<file path="src/rtl/dram_arb_pkg.sv">
// Shared types and default widths for the DRAM arbiter, the cache ports and the DRAM CDC buffer.
package dram_arb_pkg;

    localparam int DRAM_NUM_REQ     = 2;
    localparam int DRAM_ADDR_W      = 27;
    localparam int DRAM_DATA_W      = 128;
    localparam int DRAM_OUTSTANDING = 4;
    localparam int REQ_ID_W         = (DRAM_NUM_REQ > 1) ? $clog2(DRAM_NUM_REQ) : 1;

    typedef logic [REQ_ID_W-1:0] req_id_t;

    typedef struct packed {
        logic [DRAM_ADDR_W-1:0] addr;
        logic                   we;
        logic [DRAM_DATA_W-1:0] wdata;
    } dram_req_t;

endpackage

</file>
<file path="src/rtl/dram_arb_order_fifo.sv">
// In-order requester-ID queue for outstanding DRAM reads; head names the owner of the next response.
module dram_arb_order_fifo
    import dram_arb_pkg::*;
#(
    parameter int DEPTH = DRAM_OUTSTANDING,
    parameter int ID_W  = $bits(req_id_t)
) (
    input  logic                           clk,
    input  logic                           rstn,
    input  logic                           push,
    input  logic [ID_W-1:0]                push_id,
    input  logic                           pop,
    output logic [ID_W-1:0]                head,
    output logic [$clog2(DEPTH+1)-1:0]     count,
    output logic                           empty
);

    localparam int PTR_W = (DEPTH > 1) ? $clog2(DEPTH) : 1;
    localparam int CNT_W = $clog2(DEPTH + 1);

    logic [ID_W-1:0]  mem [DEPTH];
    logic [PTR_W-1:0] wr_ptr;
    logic [PTR_W-1:0] rd_ptr;
    logic             full;
    logic             do_push;
    logic             do_pop;

    assign empty   = (count == '0);
    assign full    = (count == CNT_W'(DEPTH));
    assign do_pop  = pop && !empty;
    assign do_push = push && (!full || do_pop);
    assign head    = mem[rd_ptr];

    always_ff @(posedge clk) begin
        if (!rstn) begin
            wr_ptr <= '0;
            rd_ptr <= '0;
            count  <= '0;
        end else begin
            if (do_push) begin
                wr_ptr <= (wr_ptr == PTR_W'(DEPTH - 1)) ? '0 : wr_ptr + PTR_W'(1);
            end
            if (do_pop) begin
                rd_ptr <= (rd_ptr == PTR_W'(DEPTH - 1)) ? '0 : rd_ptr + PTR_W'(1);
            end
            if (do_push && !do_pop) begin
                count <= count + CNT_W'(1);
            end else if (do_pop && !do_push) begin
                count <= count - CNT_W'(1);
            end
        end
    end

    // Storage needs no reset: entries are only read once the count says they are valid.
    always_ff @(posedge clk) begin
        if (do_push) begin
            mem[wr_ptr] <= push_id;
        end
    end

endmodule

</file>
<file path="src/rtl/dram_arbiter.sv">
// Arbitrates NUM_REQ cache requesters onto one DRAM request/response channel with in-order read routing.
// Define DRAM_ARB_FIXED_PRIO_EN for fixed priority (lowest index wins); default build is round-robin.
module dram_arbiter
    import dram_arb_pkg::*;
#(
    parameter int NUM_REQ     = DRAM_NUM_REQ,
    parameter int ADDR_W      = DRAM_ADDR_W,
    parameter int DATA_W      = DRAM_DATA_W,
    parameter int OUTSTANDING = DRAM_OUTSTANDING
) (
    input  logic                               clk,
    input  logic                               rstn,
    input  logic [NUM_REQ-1:0]                 up_req_en,
    input  logic [NUM_REQ*ADDR_W-1:0]          up_req_addr,
    input  logic [NUM_REQ-1:0]                 up_req_we,
    input  logic [NUM_REQ*DATA_W-1:0]          up_req_wdata,
    output logic [NUM_REQ-1:0]                 up_req_rdy,
    output logic [NUM_REQ-1:0]                 up_rsp_en,
    output logic [DATA_W-1:0]                  up_rsp_data,
    input  logic [NUM_REQ-1:0]                 up_rsp_rdy,
    output logic                               dn_req_en,
    output logic [ADDR_W-1:0]                  dn_req_addr,
    output logic                               dn_req_we,
    output logic [DATA_W-1:0]                  dn_req_wdata,
    input  logic                               dn_req_rdy,
    input  logic                               dn_rsp_en,
    input  logic [DATA_W-1:0]                  dn_rsp_data,
    output logic                               dn_rsp_rdy,
    output logic [$clog2(OUTSTANDING+1)-1:0]   rd_inflight,
    output logic                               proto_err
);

    localparam int ID_W  = (NUM_REQ > 1) ? $clog2(NUM_REQ) : 1;
    localparam int CNT_W = $clog2(OUTSTANDING + 1);

    logic               loadable;
    logic               grant;
    logic [ID_W-1:0]    winner;
    logic [NUM_REQ-1:0] eligible;
    logic [ID_W-1:0]    head_id;
    logic               fifo_empty;
    logic               push;
    logic               pop;
    dram_req_t          win_req;
    dram_req_t          dn_req_q;

    assign loadable = !dn_req_en || dn_req_rdy;

    // Writes bypass the order queue, so only reads are held back when it is full.
    always_comb begin
        for (int i = 0; i < NUM_REQ; i++) begin
            eligible[i] = up_req_en[i] && (up_req_we[i] || (rd_inflight < CNT_W'(OUTSTANDING)));
        end
    end

`ifdef DRAM_ARB_FIXED_PRIO_EN
    always_comb begin
        grant  = 1'b0;
        winner = '0;
        for (int i = NUM_REQ - 1; i >= 0; i--) begin
            if (eligible[i]) begin
                grant  = 1'b1;
                winner = ID_W'(i);
            end
        end
        if (!loadable || !rstn) begin
            grant = 1'b0;
        end
    end
`else
    logic [ID_W-1:0] rr_ptr;

    // Scan backwards so the first eligible index after rr_ptr is the last one assigned.
    always_comb begin
        grant  = 1'b0;
        winner = '0;
        for (int k = NUM_REQ; k >= 1; k--) begin
            if (eligible[(int'(rr_ptr) + k) % NUM_REQ]) begin
                grant  = 1'b1;
                winner = ID_W'((int'(rr_ptr) + k) % NUM_REQ);
            end
        end
        if (!loadable || !rstn) begin
            grant = 1'b0;
        end
    end

    always_ff @(posedge clk) begin
        if (!rstn) begin
            rr_ptr <= ID_W'(NUM_REQ - 1);
        end else if (grant) begin
            rr_ptr <= winner;
        end
    end
`endif

    always_comb begin
        up_req_rdy = '0;
        if (grant) begin
            up_req_rdy[winner] = 1'b1;
        end
    end

    always_comb begin
        win_req.addr  = up_req_addr[int'(winner)*ADDR_W +: ADDR_W];
        win_req.we    = up_req_we[winner];
        win_req.wdata = up_req_wdata[int'(winner)*DATA_W +: DATA_W];
    end

    assign push = grant && !up_req_we[winner];

    // An empty queue still accepts responses so a stray beat drains instead of wedging DRAM.
    always_comb begin
        up_rsp_en  = '0;
        dn_rsp_rdy = 1'b1;
        if (!fifo_empty) begin
            dn_rsp_rdy         = up_rsp_rdy[head_id];
            up_rsp_en[head_id] = dn_rsp_en && rstn;
        end
    end

    assign pop         = dn_rsp_en && dn_rsp_rdy && !fifo_empty;
    assign up_rsp_data = dn_rsp_data;

    always_ff @(posedge clk) begin
        if (!rstn) begin
            dn_req_en <= 1'b0;
            proto_err <= 1'b0;
        end else begin
            if (loadable) begin
                dn_req_en <= grant;
            end
            if (dn_rsp_en && fifo_empty) begin
                proto_err <= 1'b1;
            end
        end
    end

    always_ff @(posedge clk) begin
        if (grant) begin
            dn_req_q <= win_req;
        end
    end

    assign dn_req_addr  = dn_req_q.addr;
    assign dn_req_we    = dn_req_q.we;
    assign dn_req_wdata = dn_req_q.wdata;

    dram_arb_order_fifo #(
        .DEPTH (OUTSTANDING),
        .ID_W  (ID_W)
    ) u_order_fifo (
        .clk     (clk),
        .rstn    (rstn),
        .push    (push),
        .push_id (winner),
        .pop     (pop),
        .head    (head_id),
        .count   (rd_inflight),
        .empty   (fifo_empty)
    );

endmodule

</file>
<file path="config.mk">
export PLATFORM = sky130hd
export DESIGN_NAME = dram_arbiter
export DESIGN_NICKNAME = d
export VERILOG_FILES = /design/src/rtl/dram_arb_pkg.sv /design/src/rtl/dram_arb_order_fifo.sv /design/src/rtl/dram_arbiter.sv
export SDC_FILE = /design/constraint.sdc
export NUM_CORES = 1
export LEC_CHECK = 0
export ABC_AREA = 0
export CAP_MARGIN = 20
export CORE_AREA = 2 2 291 293
export CTS_CLUSTER_SIZE = 40
export DETAILED_ROUTE_END_ITERATION = 8
export DIE_AREA = 0 0 293 295
export REMOVE_ABC_BUFFERS = 1
export SLEW_MARGIN = 40
export SYNTH_ARGS = -nofsm -noshare
export SYNTH_HDL_FRONTEND = slang
export SYNTH_HIERARCHICAL = 1
export SYNTH_SLANG_ARGS = --single-unit
</file>
<file path="constraint.sdc">
create_clock -name clk -period 11.11 [get_ports clk]
set_input_delay 2.7775 -clock clk [delete_from_list [all_inputs] [get_ports clk]]
set_output_delay 2.7775 -clock clk [all_outputs]
set_load 0.005 [all_outputs]
</file>
# == Word level (Yosys, flattened, before mapping) ==
# Memory sizes are Yosys's and may differ from the RTL's. A register that Yosys moved wholly into a read port is not among the register bits.
# Cells that the tools add are included.
# totals
mem_bits_ro,0
out_inout_bits,294
in_bits,448
memories,1
latch_bits,0
wordCells,90
register_bits,166
ramBits,4
# memory_table
memory,words,word_bits,rd,rd_ports_with_merged_regs,write_ports,line_no,rtl
u_order_fifo.mem,4,1,1,1,1,dram_arb_order_fifo.sv:21,logic [ID_W-1:0] mem [DEPTH];
# op_classes
n_mux,30
bitwise,3
div_mod_pow,0
order_cmp,7
addsub,6
shifts,2
mul,1
eq_ne,3
n_reduce_logical,28
# ops
cell,count
256-bit by 9-bit indexed part select with 128-bit output,1
54-bit by 7-bit indexed part select with 27-bit output,1
1-bit two-way mux,20
1-bit logical AND,13
2-bit two-way mux,6
1-bit logical NOT,8
2-bit by 3-bit less-than comparator with 1-bit output (second input constant),2
1-bit by 5-bit multiplier with 6-bit output (second input constant),1
3-bit two-way mux,2
1-bit logical OR,5
2-bit by 1-bit adder with 2-bit output (second input constant),2
2-bit equality test (second input constant),2
1-bit by 2-bit less-than comparator with 1-bit output (second input constant),2
3-bit by 1-bit adder with 3-bit output (second input constant),1
3-bit equality test (second input constant),1
3-bit logical NOT,1
3-bit less-than comparator (second input constant),1
3-bit by 1-bit subtractor with 3-bit output (second input constant),1
1-bit adder (second input constant),2
1-bit AND (first input constant),2
2-bit AND,1
1-bit demux with 1-bit select,2
1-bit >= comparator (second input constant),2
2-bit nonzero test,1

# == Depth between registers and ports, before layout ==
# logic_depth
depth_word,17
mapped_depth,14
ltp_nobuf,11

# == Modules after synthesis ==
# Netlist, hierarchy kept.
# modules_own_cells
module,seq_area_each_um2,area_per_inst_um2,cells_each,instances
dram_arbiter,4744.6,8239.2,486,1
dram_arb_order_fifo,300.3,631.9,56,1

# == Least setup slack after synthesis ==
# OpenSTA, ideal clock, no wires.
# synth_timing
kind,input-to-reg
from,in up_req_en[1]
to,reg dn_req_q (netlist bit dn_req_addr[0]) (enable)
required_ps,10602
stages,3
setup_time_ps,508
t_arrival_ps,6168
path_buffers,0
setup_slack_ps,4433
path_cell_list,a22o_1 > o211ai_1 > inv_1
# synth_via
elab_chain_cells,7
word_cells_on_any_way,10
cone_classes,mux: 9; reduce/logical: 1
# synth_rtl
element,line_no,rtl
from (decl),dram_arbiter.sv:13,"input logic [NUM_REQ-1:0] up_req_en,"
1-bit logical AND *,dram_arbiter.sv:52,eligible[i] = up_req_en[i] && (up_req_we[i] || (rd_inflight < CNT_W'(OUTSTANDING)));
1-bit two-way mux (implied by the code) (3 in series),dram_arbiter.sv:78,if (eligible[(int'(rr_ptr) + k) % NUM_REQ]) begin
1-bit two-way mux,dram_arbiter.sv:78,
1-bit two-way mux *,dram_arbiter.sv:78,
1-bit two-way mux *,dram_arbiter.sv:83,if (!loadable || !rstn) begin
net grant,dram_arbiter.sv:37,logic grant;
to (signal assigned),dram_arbiter.sv:141,dn_req_q <= win_req;
to (decl),dram_arbiter.sv:45,dram_req_t dn_req_q;
# The timed path passes the listed nets; every way through them passes the cells marked *. The select of a mux whose other input is x is not followed.
# A chain may end at the register's enable or synchronous reset.

# == Worst setup path in the final report ==
# layout_timing
from,in up_req_en[0]
to,out up_req_rdy[1]
# layout_via
elab_chain_cells,11
word_cells_on_any_way,18
cone_classes,order compare: 2; mux: 14; reduce/logical: 2
# layout_rtl
element,line_no,rtl
1-bit logical AND *,dram_arbiter.sv:52,
1-bit two-way mux (implied by the code) (3 in series),dram_arbiter.sv:78,
1-bit two-way mux (2 in series),dram_arbiter.sv:78,
1-bit by 2-bit less-than comparator with 1-bit output (implied by the code) or 1-bit >= comparator (tied branches),dram_arbiter.sv:100,up_req_rdy[winner] = 1'b1;
1-bit logical AND (implied by the code),dram_arbiter.sv:100,
1-bit two-way mux (implied by the code),dram_arbiter.sv:100,
1-bit demux with 1-bit select,dram_arbiter.sv:100,
2-bit two-way mux *,dram_arbiter.sv:99,if (grant) begin
to (decl),dram_arbiter.sv:17,"output logic [NUM_REQ-1:0] up_req_rdy,"
# Every way passes the cells marked *; elsewhere a longest branch is shown, timed or not. The select of a mux whose other input is x is not followed.

==> qor.yml <==
critical_path:
  crit_family: "buffers and inverters"
  critical_path_class: "input pin to primary output"
  cp_common_cell: "clkdlybuf4s50_1"
  cp_max_fo: 38
  start_kind: "input pin"
  worstPathArrival_ns: 5.26
  crit_slowest_cell: "buf_4"
  max_stage_delay_ns: 0.65
  worstSetupEndpointType: "primary output"
  cp.buffers_inverters: 3
  cp_cell_sequence: "clkdlybuf4s50_1 -> nand2_1 -> o211ai_4 -> buf_4 -> nor2_1 -> clkdlybuf4s50_1"
  cp.depth: 6
  reg2regPathDepth: 11
  worstPathRequired_ns: 8.33
clock_network:
  cts_root_buf: "clkbuf_16"
  cts_resized: 0
  path_clk_slew_ns: 0.07
  tritoncts: "built"
  cts.htree.levels: 4
  cts_buffers: 17
  clk_latency_ns: 0.50
  postCtsSetupBuffers: 0
  cts.sink_count: 172
  cts_max_path_buffers: 2
  cts_hold_buf: 0
global_routing:
  grt_busiest_layer: "met3"
  use_met2_pct: 14.2
  grt_first_pass_wirelength_um: 68100
  grt_max_degree: 92
  grt_pass1_vias: 6172
  use_met3_pct: 16.1
  grt_use_total_pct: 12.6
  antenna_found_initial: 5
  overflow: 0
  grt_util_met1_pct: 12.6
finish:
  post-route-util_pct: 17.5
  stdcell_area_um2: 14500
  fin_cells: 1999
  nNetsFinal: 1359
  area_growth_pct: 63.9
  drive_above_1_share_pct: 22.4
  num-fill-cells: 8996
timing:
  timing.hold.ws_ns: 0.498
  maxSlewHeadroom_pct: 46.9
  fin_crit_ns: 8.03
  fmax_mhz: 124
  rsz0062_at_grt: "no"
  tightestPinTransition_ns: 0.794
  slew_viol_final: 0
  setup_viol: 0
  fin_crit_sh_pct: 72.3
  hold_viol: 0
  skew_ns: 0.0220
  tns_ns: 0
route:
  drtAntennaViolNets: 0
  first_iter_violations: 544
  routed_wl_um: 56300
  route.detailed.drc: 0
  vias: 6386
  vias_per_cell: 3.19
  firstDrtPassIters: 5
  wl_per_cell_um: 28.1
min_path:
  min_path_cells: 2
  hold_path_class: "flop to flop"
logic_synthesis:
  synth.avg_cell_area_um2: 16.4
  synth_common_cells: "edfxtp_1, buf_4, mux2_4"
  synthFlopType: "edfxtp_1"
  syn_area_um2: 8870
  seq_area_frac_synth_pct: 56.9
  synth_most_common_cell: "edfxtp_1"
  syn_inst: 542
  yosys.area.top_type_share_pct: 54.2
  synth_edf_count: 160
  yosysWarnings: 6
  synth-seq-cells: 172
  synth_cell_type_count: 44
  async_flop_share_pct: 0
  synth_top_cell_by_area: "edfxtp_1"
  synthTopCellsByArea: "edfxtp_1, mux2_4, buf_4, mux2_2, dfxtp_1"
die:
  fp.dieH_um: 295
  initial_core_util_pct: 10.7
  core_um2: 83200
  rows: 106
  die_x_um: 293
  die_area_um2: 86400
  num_io_pins: 742
placed_design:
  place.gp.congestion: 0.769
  dp_hpwl_um: 44400
  placed_cells: 1965
  port-buffer-count: 485
  placed_area_um2: 14000
power:
  clkPwrFrac_pct: 28.5
  peakVddDrop_v: 0.000115
  pwr-share-seq_pct: 40.2
  p_int_mw: 1.60
  power_frac_comb_pct: 31.3
  p_per_area_nw_per_um2: 153
  netSwitchingFraction_pct: 28.0
  p_switching_mw: 0.621
  p_leak_nw: 5.15
run:
  maxCapViolCount: 0
run_status:
  status: "completed"
[logic make-up after synthesis]
logic type / after synthesis / share of synthesized area (%)
DFF: 172 / 56.9
muxes: 160 / 24.6
buffers and inverters: 154 / 13.7
and+or+nand+nor: 31 / 2.05
AOI/OAI and AO/OA: 16 / 1.54
adders and majority gates: 7 / 1.07
xor gates and xnor gates: 2 / 0.197
[registers in the layout, indices dropped and copies added, names as in the netlist, named ones only]
register and cells:
dn_req_wdata 128, u_order_fifo/rd_ptr 2, u_order_fifo/count 3, rr_ptr 1, dn_req_en 1, u_order_fifo/wr_ptr 2
proto_err 1, dn_req_we 1, u_order_fifo/mem 4, dn_req_addr 27
[stage by stage]
step	worst slack, ns	power [mW]
5_1_grt	2.95	2.34
4_1_cts	3.05	2.27
3_3_place_gp	3.08	1.60
3_5_place_dp	3.06	1.61
2_1_floorplan	1.44	1.27
6_report	3.08	2.22
[cell usage in the layout, fill, tap and decap left out, types with 3 or more instances in the layout]
master / count
nor2b_1: 4
ha_1: 6
mux2i_1: 4
edfxtp_1: 160
o21ai_0: 3
dfxtp_1: 12
clkbuf_16: 17
inv_1: 4
nand2_1: 7
mux2_4: 100
mux2_2: 55
clkdlybuf4s50_1: 485
clkinv_4: 3
nor2_1: 5
and2_2: 4
inv_8: 3
inv_6: 5
[power groups by stage]
stage	Clock (mW)	Sequential [mW]	Combinational (mW)
global route	0.690	0.905	0.744
detailed placement	0	0.911	0.700
floorplan	0	0.918	0.347
CTS	0.668	0.897	0.704
finish	0.632	0.893	0.696
global placement	0	0.908	0.689
[worst paths after layout]
kind / start / to / slack [ns]
max: up_req_en[0] / up_req_rdy[1] / 3.08
min: proto_err / proto_err / 0.50
max reg2reg: u_order_fifo/count[2] / u_order_fifo/count[2] / 7.65
min reg2reg: proto_err / proto_err / 0.50
[area by class of cell]
type | instances | area, um^2 | area share, %
Sequential cell | 172 | 5040 | 34.7
Antenna cell | 2 | 5.00 | 0.0344
Clock inverter | 14 | 154 | 1.06
Multi-Input combinational cell | 216 | 2610 | 18.0
Inverter | 7 | 33.8 | 0.232
Tap cell | 1080 | 1350 | 9.29
Timing Repair Buffer | 490 | 4910 | 33.8
Clock buffer | 18 | 429 | 2.95
[worst register-to-register path: stages, from the launching register on]
cell and delay (ns):
dfxtp_1 0.41, nor2b_2 0.22, o211ai_4 0.57, inv_2 0.18, a211oi_2 0.27, o41a_1 0.35
ha_1 0.24, inv_1 0.06, fa_1 0.37, xor2_1 0.15, or3_2 0.40, a21boi_0 0.18
[routing by layer]
metal | vias to the layer above | wire, um
li1 | 2583 | -
met1 | 3009 | 20100
met2 | 723 | 19400
met3 | 47 | 14600
met4 | 24 | 846
met5 | - | 1360
Note: power is estimated with default switching activity, not from simulation.
